## src/rtl/conv_enc_k4.sv

```systemverilog
// conv_enc_k4 -- rate-1/2, constraint-length-4 convolutional encoder.
//
// One information bit is accepted per in_valid/in_ready handshake and one
// registered 2-bit code symbol is produced per encoded bit:
//    out_pair[1] = parity({cur, sr[2], sr[1], sr[0]} & G0)
//    out_pair[0] = parity({cur, sr[2], sr[1], sr[0]} & G1)
// where sr[2] is the most recent previous bit.
//
// Configuration macro: CONV_ENC_TAIL_EN
//    defined   : every frame is terminated by three zero tail bits (TAIL
//                state); the third tail symbol carries out_last and the
//                trellis is back in state 0 afterwards.
//    undefined : no tail; out_last follows in_last on the data symbol and
//                the history register is cleared when in_last is accepted.
module conv_enc_k4 #(
   parameter logic [3:0] G0 = 4'b1111,
   parameter logic [3:0] G1 = 4'b1101
) (
   input  logic       clk,
   input  logic       rst_n,
   input  logic       in_valid,
   output logic       in_ready,
   input  logic       in_bit,
   input  logic       in_last,
   output logic       out_valid,
   input  logic       out_ready,
   output logic [1:0] out_pair,
   output logic       out_last
);

   // Both generators must tap the current bit, otherwise the code is not
   // a proper constraint-length-4 code and the decoder trellis is wrong.
   generate
      if (!(G0[3] && G1[3])) begin : g_bad_generator
         $error("conv_enc_k4: G0[3] and G1[3] must both be 1");
      end
   endgenerate

   // Even/odd parity of a 4-bit tapped window.
   function automatic logic f_parity4(input logic [3:0] i_v);
      return ^i_v;
   endfunction

   // Registered state shared by both build variants.
   logic [2:0] r_sr;
   logic       r_out_valid;
   logic [1:0] r_out_pair;
   logic       r_out_last;

   // Control decoded for the current cycle.
   logic       w_slot_free;   // output register can take a symbol this cycle
   logic       w_in_ready;
   logic       w_accept;      // an input bit is consumed this cycle
   logic       w_load;        // a symbol (data or tail) is produced this cycle
   logic       w_cur;         // bit being encoded
   logic       w_sym_last;    // produced symbol closes the frame
   logic       w_clear_sr;    // history is zeroed instead of shifted
   logic [3:0] w_win;
   logic [1:0] w_sym;

   assign w_slot_free = !r_out_valid || out_ready;

`ifdef CONV_ENC_TAIL_EN
   typedef enum logic {
      ST_DATA = 1'b0,
      ST_TAIL = 1'b1
   } state_t;

   state_t     r_state;
   state_t     w_state_nxt;
   logic [1:0] r_tail_cnt;
   logic [1:0] w_tail_cnt_nxt;

   // FSM state and tail counter registers.
   always_ff @(posedge clk or negedge rst_n) begin
      if (!rst_n) begin
         r_state    <= ST_DATA;
         r_tail_cnt <= 2'd0;
      end else begin
         r_state    <= w_state_nxt;
         r_tail_cnt <= w_tail_cnt_nxt;
      end
   end

   // Next-state and per-cycle control: DATA encodes input bits, TAIL
   // pushes three zero bits through whenever the output slot is free.
   always_comb begin
      w_state_nxt    = r_state;
      w_tail_cnt_nxt = r_tail_cnt;
      w_in_ready     = 1'b0;
      w_accept       = 1'b0;
      w_load         = 1'b0;
      w_cur          = 1'b0;
      w_sym_last     = 1'b0;
      w_clear_sr     = 1'b0;
      case (r_state)
         ST_DATA: begin
            w_in_ready = w_slot_free;
            w_accept   = in_valid && w_slot_free;
            w_load     = w_accept;
            w_cur      = in_bit;
            if (w_accept && in_last) begin
               w_state_nxt    = ST_TAIL;
               w_tail_cnt_nxt = 2'd0;
            end else begin
               w_state_nxt    = ST_DATA;
            end
         end
         ST_TAIL: begin
            w_in_ready = 1'b0;
            w_cur      = 1'b0;
            w_load     = w_slot_free;
            if (w_slot_free) begin
               if (r_tail_cnt == 2'd2) begin
                  // third tail symbol: close the frame, trellis is at 0 now
                  w_sym_last     = 1'b1;
                  w_state_nxt    = ST_DATA;
                  w_tail_cnt_nxt = 2'd0;
               end else begin
                  w_tail_cnt_nxt = r_tail_cnt + 2'd1;
               end
            end else begin
               // downstream stalled: hold the tail position
               w_tail_cnt_nxt = r_tail_cnt;
            end
         end
         default: begin
            w_state_nxt    = ST_DATA;
            w_tail_cnt_nxt = 2'd0;
         end
      endcase
   end
`else
   // Unterminated framing: every symbol is a data symbol; the history is
   // zeroed on the last bit so the next frame still starts in state 0.
   always_comb begin
      w_in_ready = w_slot_free;
      w_accept   = in_valid && w_slot_free;
      w_load     = w_accept;
      w_cur      = in_bit;
      w_sym_last = 1'b0;
      w_clear_sr = 1'b0;
      if (w_accept) begin
         w_sym_last = in_last;
         w_clear_sr = in_last;
      end else begin
         w_sym_last = 1'b0;
         w_clear_sr = 1'b0;
      end
   end
`endif

   // Encoding window, current bit in the MSB, newest history bit next.
   assign w_win = {w_cur, r_sr};
   assign w_sym = {f_parity4(w_win & G0), f_parity4(w_win & G1)};

   // History register: shifts only when a symbol is actually produced, so
   // it holds under back-pressure.
   always_ff @(posedge clk or negedge rst_n) begin
      if (!rst_n) begin
         r_sr <= 3'b000;
      end else if (w_load) begin
         if (w_clear_sr) begin
            r_sr <= 3'b000;
         end else begin
            r_sr <= {w_cur, r_sr[2:1]};
         end
      end else begin
         r_sr <= r_sr;
      end
   end

   // Output register: loads when a symbol is produced (the slot is free by
   // construction), otherwise drains on out_ready.
   always_ff @(posedge clk or negedge rst_n) begin
      if (!rst_n) begin
         r_out_valid <= 1'b0;
         r_out_pair  <= 2'b00;
         r_out_last  <= 1'b0;
      end else if (w_load) begin
         r_out_valid <= 1'b1;
         r_out_pair  <= w_sym;
         r_out_last  <= w_sym_last;
      end else if (out_ready) begin
         r_out_valid <= 1'b0;
      end else begin
         r_out_valid <= r_out_valid;
      end
   end

   assign in_ready  = w_in_ready;
   assign out_valid = r_out_valid;
   assign out_pair  = r_out_pair;
   assign out_last  = r_out_last;

endmodule

```

## config.mk

```make
export PLATFORM = sky130hd
export DESIGN_NAME = conv_enc_k4
export DESIGN_NICKNAME = d
export VERILOG_FILES = /design/src/rtl/conv_enc_k4.sv
export SDC_FILE = /design/constraint.sdc
export NUM_CORES = 1
export LEC_CHECK = 0
export ABC_CLOCK_PERIOD_IN_PS = 1900
export CAP_MARGIN = 20
export CORE_AREA = 5 5 42 44
export CTS_BUF_LIST = sky130_fd_sc_hd__clkbuf_2 sky130_fd_sc_hd__clkbuf_4 sky130_fd_sc_hd__clkbuf_8
export CTS_CLUSTER_SIZE = 40
export DETAILED_ROUTE_END_ITERATION = 12
export DIE_AREA = 0 0 47 49
export MAX_ROUTING_LAYER = met4
export SLEW_MARGIN = 10
export SYNTH_ARGS = -nofsm -noshare
export SYNTH_HDL_FRONTEND = slang
export SYNTH_SLANG_ARGS = --single-unit
```

## constraint.sdc

```tcl
create_clock -name clk -period 1.9 [get_ports clk]
set_input_delay 0.38 -clock clk [delete_from_list [all_inputs] [get_ports clk]]
set_output_delay 0.38 -clock clk [all_outputs]
set_load 0.03 [all_outputs]
```

After elaboration in Yosys (flattened, before gate mapping)
Index checks and enable logic that the tools add are counted.
W data, S select, Z words.
- flip-flop bits (word level): 7
- input port bits: 6
- muxes and demuxes: 4
- reduce and logical (&&, ||, !) cells: 6
- operators with widths (cell ; number):
    $reduce_xor A4 Y1 ; 2
    $mux W1 ; 3
    $mux W3 ; 1
    $reduce_bool A2 Y1 ; 1
    $logic_and A1 B1 Y1 ; 1
    $logic_not A1 Y1 ; 1
    $logic_or A1 B1 Y1 ; 1

Logic depth before layout (Yosys ltp)
- word-level depth: 5
- depth in mapped cells: 3

Worst setup path after synthesis
Ideal clock, no wire load.
- path type: reg-to-reg
- start: reg r_out_valid, in the netlist out_valid
- end: reg r_out_last, in the netlist out_last
- arrival time: 1388 ps
- required time: 1775 ps
- setup slack: 388 ps
- stages on the path, launching flop included: 4
- period minus slack after synthesis: 1512 ps
- cells stage by stage: dfrtp_1 -> nand2b_1 -> nand2_1 -> mux2_2
- cells in the longest elaborated chain, start to end: 3
- ends and longest elaborated chain (item ; RTL line ; RTL):
    from (decl) ; 46 ; logic r_out_valid;
    from (signal assigned) ; 187 ; r_out_valid <= r_out_valid;
    $logic_not A1 Y1 ; 61 ; assign w_slot_free = !r_out_valid || out_ready;
    $logic_or A1 B1 Y1 ; 61 ;
    named net in_ready ; 22 ; output logic in_ready,
    $logic_and A1 B1 Y1 ; 138 ; w_accept = in_valid && w_slot_free;
    to (signal assigned) ; 183 ; r_out_last <= w_sym_last;
    to (decl) ; 48 ; logic r_out_last;
The timed path passes the listed nets, and every way through them passes these cells.
A chain may end at the register's enable or synchronous reset.

Worst setup path after layout
- start: reg r_out_last, in the netlist out_last
- end: out out_last
- RTL lines (item ; RTL line ; RTL):
    to (decl) ; 28 ; output logic out_last
No word-level cell between the ends.

==> summary.md <==
| Metric | Value |
|---|---|
| CP Max Fanout | `2` |
| Status | `complete, no violations` |
| Largest net degree at the start of global routing | `8` |
| Global-route wire length before repair | `972 um` |
| Gr usage total | `0.0640` |
| Crit-path cells | `clkdlybuf4s50_1` |
| Placement-stage cell area | `438 um2` |
| Synthesized instance count | `23` |
| R2R Path Start | `out_valid` |
| Post-Syn Area | `320 um2` |
| Top layer in use | `met3` |
| Vias in the first global route | `239` |
| Most frequent cells in the layout | `clkdlybuf4s50_1 (9), dfrtp_1 (7), mux2_2 (6), clkbuf_4 (4), nor2b_1 (3)` |
| Total leakage power | `0.206 nW` |
| Setup TNS | `0 ps` |
| Setup crit end kind | `primary output` |
| Utilization after layout | `0.334` |
| Post-DR wirelength/cell | `11.4 um` |
| Routed vias | `213` |
| Post-cts sizing count | `0` |
| CTS tree | `built` |
| Detailed Route Iter0 Violations | `1` |
| Post-CTS Setup Repair Bufs | `0` |
| Reg2reg setup slack | `750 ps` |
| Vias per cell | `4.02` |
| Fmax | `0.605 GHz` |
| Die area | `0.00230 mm2` |
| Most common cell after layout, fill and taps aside | `clkdlybuf4s50_1` |
| Post-DP HPWL | `478 um` |
| Relative slew slack | `0.779` |
| CP arrival | `1270 ps` |
| FP Rows | `14` |
| Placed insts | `49` |
| Root Buffer | `clkbuf_4` |
| Yosys warning count | `0` |
| Antenna diodes | `0` |
| Pre-antenna DRT Iters | `2` |
| Final worst path period share | `0.870` |
| Met1 Routed Length | `225 um` |
| # hold bufs at CTS | `0` |
| Count of different cell masters after synthesis | `8` |
| Clk_skew | `1.78 ps` |
| # setup viols final | `0` |
| CP Data Required Time | `1520 ps` |
| Drt total wl | `605 um` |
| Layout net count | `44` |
| Worst Max-Slew Pin Slew | `330 ps` |
| Syn Area/Cell | `13.9 um2` |
| Total grt overflow | `0` |
| Die X | `47 um` |
| Setup slack after layout | `247 ps` |
| Met3 wire len | `95 um` |
| Share of cells above drive strength 1 | `0.324` |
| Slowest cell on crit path | `clkdlybuf4s50_1` |
| Num ports | `11` |
| IO buf count | `10` |
| H-Tree Level Count | `1` |
| Core area | `0.00140 mm2` |
| Die Ht | `49 um` |
| Fin. max-slew vios | `0` |
| Final worst path period need | `1650 ps` |
| Crit-path max cell delay | `680 ps` |
| Hold Crit Class | `in -> async` |
| ANT nets after route | `0` |
| DRC | `0` |
| Non-filler cells, final | `53` |
| Met2 routed WL | `284 um` |
| Crit path buf inv count | `1` |
| RSZ-0062 raised after global routing | `false` |
| Clock Latency Late Sink | `250 ps` |
| Top Family by Delay on Critical Path | `buffers and inverters` |
| Yosys reg bits | `7` |
| Worst vdd ir | `338 uV` |
| Finished Cell Area | `468 um2` |
| Sequential-to-total area share from yosys stat | `0.547` |
| Layout area overhead | `46.1%` |
| FF-to-FF path depth | `3` |
| Reg2Reg Capture Point | `r_sr[0]` |
| Endpoints failing hold | `0` |
| Placer Congestion | `0.622` |
| CTS Buf Count | `3` |
| Crit Path Category | `reg -> out` |
| Max-cap violations | `0` |
| Clock transition at path regs | `50 ps` |
| Pre-CTS WS | `216 ps` |
| Antenna violations before repair | `0` |
| CTS Buffer Depth | `2` |
| Starting Density | `0.229` |
| Startpoint types | `register` |
| Power Density | `1090 mW/mm2` |
| Synthesized net count | `29` |
| Clock sink total | `7` |
==> registers in the layout, summed over array words and instances, names as in the netlist <==
name       flops
out_last       1
out_pair       2
out_valid      1
r_sr           3
==> through the flow <==
step | hold slack (ps) | total power, mW
5_1_grt | 417 | 0.539
2_1_floorplan | 84.4 | 0.297
4_1_cts | 395 | 0.524
3_5_place_dp | 492 | 0.368
6_report | 395 | 0.510
3_3_place_gp | 491 | 0.363
==> per-layer routing <==
layer,track usage,up-vias
met5,-,-
met4,0.0553,0
met3,0.0258,0
met2,0.0950,11
met1,0.0605,99
li1,-,103
==> power by group <==
| part | total, mW | switching [mW] | internal [mW] |
|---|---|---|---|
| Clock | 0.148 | 0.0536 | 0.0943 |
| Combinational | 0.167 | 0.0809 | 0.0863 |
| Sequential | 0.195 | 0.0169 | 0.178 |
| Total | 0.510 | 0.151 | 0.358 |
==> worst register-to-register path, stage by stage (launching register included) <==
cell and delay [ps]:
dfrtp_1 340, nand2b_1 90, nand2_1 230, mux2_2 380
==> Yosys cell counts <==
| cell type | count | area share |
|---|---|---|
| dfrtp_1 | 7 | 0.55 |
| mux2_2 | 6 | 0.21 |
| nand2_1 | 1 | 0.012 |
| nand2b_1 | 2 | 0.039 |
| nor2b_1 | 3 | 0.059 |
| xnor2_1 | 2 | 0.055 |
| xnor2_2 | 1 | 0.051 |
| xor2_1 | 1 | 0.027 |
==> kinds of logic after synthesis <==
family | Yosys count | share of synthesized area
AND/OR/NAND/NOR | 6 | 0.109
multiplexers | 6 | 0.211
flip-flops | 7 | 0.547
XOR/XNOR | 4 | 0.133
==> area by class of cell <==
class	count	area [um2]
fill	152	933
sequential	7	175
multi-input combinational	16	145
timing repair buffer	10	97.6
clock buffer	4	30.0
tap	16	20.0
==> worst max-delay path by stage <==
stage	from	endpoint	cells past startpoint	slack [ps]
finish	out_last	out_last	1	250
global route	out_last	out_last	1	210
CTS	out_last	out_last	1	220
detailed placement	out_ready	r_sr[0]	4	220
global placement	out_ready	out_last	4	250
floorplan	out_valid	out_last	3	390
(Power assumes the default switching activity.)
